File: src/rtl/bht_branch_controller.sv
// Dynamic branch predictor for the 5-stage RV32I pipeline: a PC-indexed table of
// 2-bit saturating counters feeds IF, and EX trains it and sequences a one-cycle redirect/flush.
module bht_branch_controller #(
   parameter int         size     = 32,
   parameter int         ENTRIES  = 16,
   parameter int         IDX      = $clog2(ENTRIES),
   parameter logic [1:0] INIT_CTR = 2'b10,
   parameter int         CNT_W    = 16
) (
   input  logic             clk,
   input  logic             reset,
   input  logic [size-1:0]  instruction,
   input  logic [size-1:0]  if_pc,
   input  logic             isValid,
   output logic             Predicted_MPC,
   output logic             JALR,
   input  logic             ex_valid,
   input  logic             ex_is_branch,
   input  logic             ex_taken,
   input  logic             ex_predicted,
   input  logic [size-1:0]  ex_pc,
   input  logic [size-1:0]  ex_correct_pc,
   output logic             redirect_valid,
   output logic [size-1:0]  redirect_pc,
   output logic             flush,
   output logic [CNT_W-1:0] mispredict_count
);

   typedef enum logic {
      ST_RUN,
      ST_RECOVER
   } state_t;

   state_t     state;
   state_t     state_next;
   logic [1:0] ctr [ENTRIES];
   logic [4:0] opcode;
   logic       is_j;
   logic       is_b;
   logic       is_jalr;
   logic [IDX-1:0] if_idx;
   logic [IDX-1:0] ex_idx;
   logic       upd;
   logic       mp;
   logic       unused_bits;

   assign opcode  = instruction[6:2];
   assign is_j    = (opcode == 5'b11011);
   assign is_b    = (opcode == 5'b11000);
   assign is_jalr = (opcode == 5'b11001);
   assign if_idx  = if_pc[IDX+1:2];
   assign ex_idx  = ex_pc[IDX+1:2];

   assign Predicted_MPC = isValid & (is_j | (is_b & ctr[if_idx][1]));
   assign JALR          = isValid & is_jalr;

   // EX holds wrong-path work while flushing, so it neither trains nor mispredicts then.
   assign upd = ex_valid & ex_is_branch & ~flush;
   assign mp  = upd & (ex_taken != ex_predicted);

   assign unused_bits = ^{instruction[size-1:7], instruction[1:0],
                          if_pc[size-1:IDX+2], if_pc[1:0],
                          ex_pc[size-1:IDX+2], ex_pc[1:0]};

   always_ff @(posedge clk) begin
      if (reset) begin
         state <= ST_RUN;
      end else begin
         state <= state_next;
      end
   end

   always_comb begin
      state_next     = state;
      redirect_valid = 1'b0;
      flush          = 1'b0;
      case (state)
         ST_RUN: begin
            if (mp) begin
               state_next = ST_RECOVER;
            end
         end
         ST_RECOVER: begin
            redirect_valid = 1'b1;
            flush          = 1'b1;
            state_next     = ST_RUN;
         end
         default: begin
            state_next = ST_RUN;
         end
      endcase
   end

   always_ff @(posedge clk) begin
      if (reset) begin
         redirect_pc      <= '0;
         mispredict_count <= '0;
      end else if (mp) begin
         redirect_pc <= ex_correct_pc;
         if (mispredict_count != {CNT_W{1'b1}}) begin
            mispredict_count <= mispredict_count + CNT_W'(1);
         end
      end
   end

   // Lookups read the old value; a same-cycle update lands at the edge.
   always_ff @(posedge clk) begin
      if (reset) begin
         for (int i = 0; i < ENTRIES; i++) begin
            ctr[i] <= INIT_CTR;
         end
      end else if (upd) begin
         if (ex_taken && ctr[ex_idx] != 2'b11) begin
            ctr[ex_idx] <= ctr[ex_idx] + 2'd1;
         end else if (!ex_taken && ctr[ex_idx] != 2'b00) begin
            ctr[ex_idx] <= ctr[ex_idx] - 2'd1;
         end
      end
   end

endmodule

File: config.mk
export PLATFORM = sky130hd
export DESIGN_NAME = bht_branch_controller
export DESIGN_NICKNAME = d
export VERILOG_FILES = /design/src/rtl/bht_branch_controller.sv
export SDC_FILE = /design/constraint.sdc
export NUM_CORES = 1
export LEC_CHECK = 0
export CAP_MARGIN = 25
export CORE_ASPECT_RATIO = 0.8
export CORE_MARGIN = 5
export CORE_UTILIZATION = 42
export DETAILED_ROUTE_END_ITERATION = 6
export PLACE_DENSITY = 0.79
export SYNTH_ARGS = -nofsm -noshare
export SYNTH_HDL_FRONTEND = slang
export SYNTH_SLANG_ARGS = --single-unit
File: constraint.sdc
create_clock -name clk -period 2.8 [get_ports clk]
set_clock_uncertainty 0.2 [all_clocks]
set_input_delay 0.42 -clock clk [delete_from_list [all_inputs] [get_ports clk]]
set_output_delay 0.42 -clock clk [all_outputs]
set_load 0.02 [all_outputs]
# [Word level (Yosys, flattened, before mapping)]
# Memory sizes are Yosys's and may differ from the RTL's.
# Cells that the tools add are included.
[totals] mem_bits_ro=0 ramBits=32 output_inout_bits=52 word_cells=47 n_memories=1 latch_bits=0 ff_bits=49 in_bits=135
[mem_list] memory="ctr" depth=16 width=2 read_ports=2 rd_clocked_by_memory_dff=0 wr=16 line_no="36" rtl="logic [1:0] ctr [ENTRIES];"
[op_classes] bitwise_logic=10 reduce_logical=6 addsub=3 eq_ne=6 multipliers=0 shift=0 magnitude_cmp=0 n_mux=18 div_mod_pow=0
[op_table] cell="adder 16 x 1 -> 16 bit (second input constant)" n=1
[op_table] cell="inequality test 16 bit (second input constant)" n=1
[op_table] cell="== test 5 bit (second input constant)" n=3
[op_table] cell="two-way mux 1 bit" n=14
[op_table] cell="AND 1 bit" n=6
[op_table] cell="two-way mux 2 bit" n=2
[op_table] cell="two-way mux 4 bit" n=1
[op_table] cell="adder 2 x 1 -> 2 bit (second input constant)" n=1
[op_table] cell="logical AND 1 bit" n=2
[op_table] cell="inequality test 2 bit (second input constant)" n=1
[op_table] cell="inverter 1 bit" n=2
[op_table] cell="bitwise OR 1 bit" n=2
[op_table] cell="one-hot mux 1 bit (2 select lines)" n=1
[op_table] cell="AND reduction 2 bit" n=1
[op_table] cell="nonzero test 2 bit" n=1
[op_table] cell="OR reduction 2 bit" n=1
[op_table] cell="subtractor 2 x 1 -> 2 bit (second input constant)" n=1
[op_table] cell="zero test 1 bit" n=1
[op_table] cell="inequality test 1 bit" n=1

# [Longest topological paths before layout]
# An unclocked memory read counts as a cell.
[depth] ltp_word=11 ltp_mapped=7 depth_no_buf=6

# [Worst setup path after synthesis]
# Ideal clock, no wire load.
[synth_timing] path_type="input port to flip-flop" startpoint="input port ex_pc[5]" endpoint="memory ctr[13][0] (enable)" t_required_ns=2.301 setup_ns=0.299 path_slack_ns=0.396 n_path_buf=1 arrival_time_ns=1.905 stages=6 cell_sequence="buf_6 > mux4_1 > mux2_2 > nand2_1 > a2bb2oi_4 > a41o_1"
[synth_lines] element="from (decl)" line_no="21" rtl="input logic [size-1:0] ex_pc,"
[synth_lines] element="to (decl)" line_no="36"

# [Worst setup path after layout]
[layout_timing] startpoint="input port if_pc[3]" endpoint="output port Predicted_MPC"
[layout_between] elab_chain_cells=4
[layout_rtl] element="from (decl)" line_no="13" rtl="input logic [size-1:0] if_pc,"
[layout_rtl] element="memory (16 x 2 bit)"
[layout_rtl] element="AND 1 bit" line_no="54" rtl="assign Predicted_MPC = isValid & (is_j | (is_b & ctr[if_idx][1]));"
[layout_rtl] element="bitwise OR 1 bit" line_no="54"
[layout_rtl] element="AND 1 bit" line_no="54"
[layout_rtl] element="to (decl)" line_no="15" rtl="output logic Predicted_MPC,"
# No other way between the ends.

==> metrics.txt <==
clock tree buffer depth=2; Total Die Area=0.0118 sq mm; Die Span Y=98.1 microns; antenna violations before repair=0; async set or reset register ratio after synthesis=0; commonest non-fill, non-tap cell in the layout=clkdlybuf4s50_1; clk sinks=81; period utilisation layout=0.963; Total GRT Usage=0.188; Setup-failing EPs final=0; Top FF cell, synth=dfxtp_1; vias=3657; Net Sw Frac=0.236; # rows=32; Antenna Cells=0; Overflow after GRT=0; final wirelength=10800 microns; Slew @ Worst Pin=0.794 ns; CP arrival=2.08 ns; TNS Setup=0 ns; RSZ-0062 raised after global routing=no; PwrDens=493 mW/mm^2; Mean Syn Cell Area=9.60 sq um; Sw Pwr=0.000652 W; minimum clock period=2.70 ns; layout cells sized above 1=0.117; IO Port Bufs=103; first-pass GRT wire length=18000 microns; drt first-iter violations=321; Comb pwr share=0.133; number of global-route vias before repair=3657; largest net degree at the start of global routing=54; htree depth=3; Layout area overhead=37.7%; Yosys Warn Count=0; Starting Density=0.425; DRT Pass-1 Iters=5; Int Pwr=0.00211 W; Fin. Hold Viols=0; hold_ws=0.252 ns; Crit Path Category=in2out; nets=677; Distinct cells, synth=50; final slew viol count=0; Fmax=371 MHz; DPL Wire Length=7860 microns; Place WS=-0.282 ns; CTS root buf=clkbuf_16; RD Place Congestion=0.841; Post-Syn Area=0.00407 sq mm; Routed WL per cell=16.3 microns; worst skew pair latency=0.34 ns; # DRC=0; maximum VDD drop=0.286 mV; I/O pins=187; CP Max Fanout=4; Seq pwr share=0.459; EDFF count, synth=32; final core utilization=0.586; run status=finished, final reports clean; Critical Path Sink Type=output port; hold_buf cts=0; relative slew slack=0.466; die span in x=120 microns; Post-Syn Nets=560; Seq cells post-synth=81; Synth Instances=424; HP Class=reg2reg; ANT nets after route=0; Leakage=1.89 nW; clock share of power=0.409; Crit path required time=2.18 ns; max cap viols=0; setup ws final=0.104 ns; commonest non-fill, non-tap cells in the layout=clkdlybuf4s50_1, nand2_1, dfxtp_1; CTS tree=yes; Seq/Total Area, Yosys=0.477; clock-pin slew on the worst setup and hold paths=0.05 ns; via/cell ratio=5.51; CP startpoint kind=input port; Num CTS Buffers=9; Core Region=0.00957 sq mm
==> kinds of logic (layout without fill, tap and decap cells) <==
| family | Yosys count | after routing | share of synthesized area |
|---|---|---|---|
| XOR/XNOR | 18 | 18 | 0.0387 |
| flip-flops | 81 | 81 | 0.477 |
| adder cells (fa/ha/maj) | 1 | 1 | 0.00307 |
| AND/OR/NAND/NOR | 204 | 204 | 0.230 |
| AO/OA/AOI/OAI | 70 | 70 | 0.109 |
| multiplexers | 20 | 20 | 0.0931 |
| buffers and inverters | 30 | 151 | 0.0489 |
==> power by group through the flow <==
stage	clock network, W	logic [W]	registers [W]
2_1_floorplan	0	0.000163	0.00131
3_3_place_gp	0	0.000353	0.00129
3_5_place_dp	0	0.000363	0.00129
4_1_cts	0.00115	0.000366	0.00127
5_1_grt	0.00120	0.000392	0.00127
6_report	0.00113	0.000366	0.00127
==> per-stage QoR <==
step / power [W] / cell area, sq um / cells
after floorplan: 0.00148 / 4070 / 424
after global placement: 0.00164 / 5310 / 648
after detailed placement: 0.00166 / 5320 / 649
after CTS: 0.00278 / 5610 / 664
after global routing: 0.00287 / 5600 / 664
final: 0.00277 / 5600 / 664
==> timing repair <==
| item | CTS | global route |
|---|---|---|
| resized for setup | 3 | 2 |
| pin swaps | 0 | 0 |
| endpoints found under the setup margin | 1 | 12 |
| setup buffers | 0 | 0 |
==> synthesized netlist by cell type (5+ instances only) <==
master    count  area (sq um)
nand2_1      93           349
dfxtp_1      49           981
a21oi_1      39           195
nor2_1       34           128
edfxtp_1     32           961
nor3_1       24           120
clkbuf_1     16          60.1
nand3_1      15          75.1
xnor2_1      15           131
a21o_1       10          75.1
nor4_1        9          56.3
mux4_2        8           180
mux2i_1       6          60.1
nand4_1       6          37.5
clkbuf_8      5          68.8
o21ai_0       5          25.0
==> registers in the layout (all words and copies together), names as in the netlist <==
register	cells
redirect_pc	32
ctr	32
state	1
mispredict_count	16
==> final cells by class <==
type	count	area (sq um)
Clock buffer	13	273
Sequential cell	81	1940
Clock inverter	2	11.3
Inverter	4	15.0
Tap cell	119	149
Multi-Input combinational cell	313	1940
Timing Repair Buffer	132	1270
Fill cell	774	3970
==> layer usage <==
metal | wire length (microns) | track usage | vias up
li1 | - | - | 1753
met1 | 4410 | 0.236 | 1738
met2 | 5420 | 0.311 | 148
met3 | 849 | 0.0556 | 18
met4 | 169 | 0.0643 | 0
met5 | 0 | 0 | -
==> path summary, 6_finish.rpt <==
check | start | to | slack (ns) | depth (start not counted)
setup / recovery | if_pc[3] | Predicted_MPC | 0.10 | 8
hold / removal | redirect_pc[1] | redirect_pc[1] | 0.25 | 2
setup reg to reg | ctr[13][0] | ctr[13][1] | 0.50 | 5
hold reg to reg | redirect_pc[1] | redirect_pc[1] | 0.25 | 2
==> critical path, cell delays in order <==
cell and delay (ns):
clkdlybuf4s50_1 0.50, buf_12 0.13, mux4_2 0.52, mux2i_1 0.14
mux2i_1 0.09, nand2_1 0.06, a21oi_1 0.05, buf_2 0.15
(Power assumes the default switching activity.)
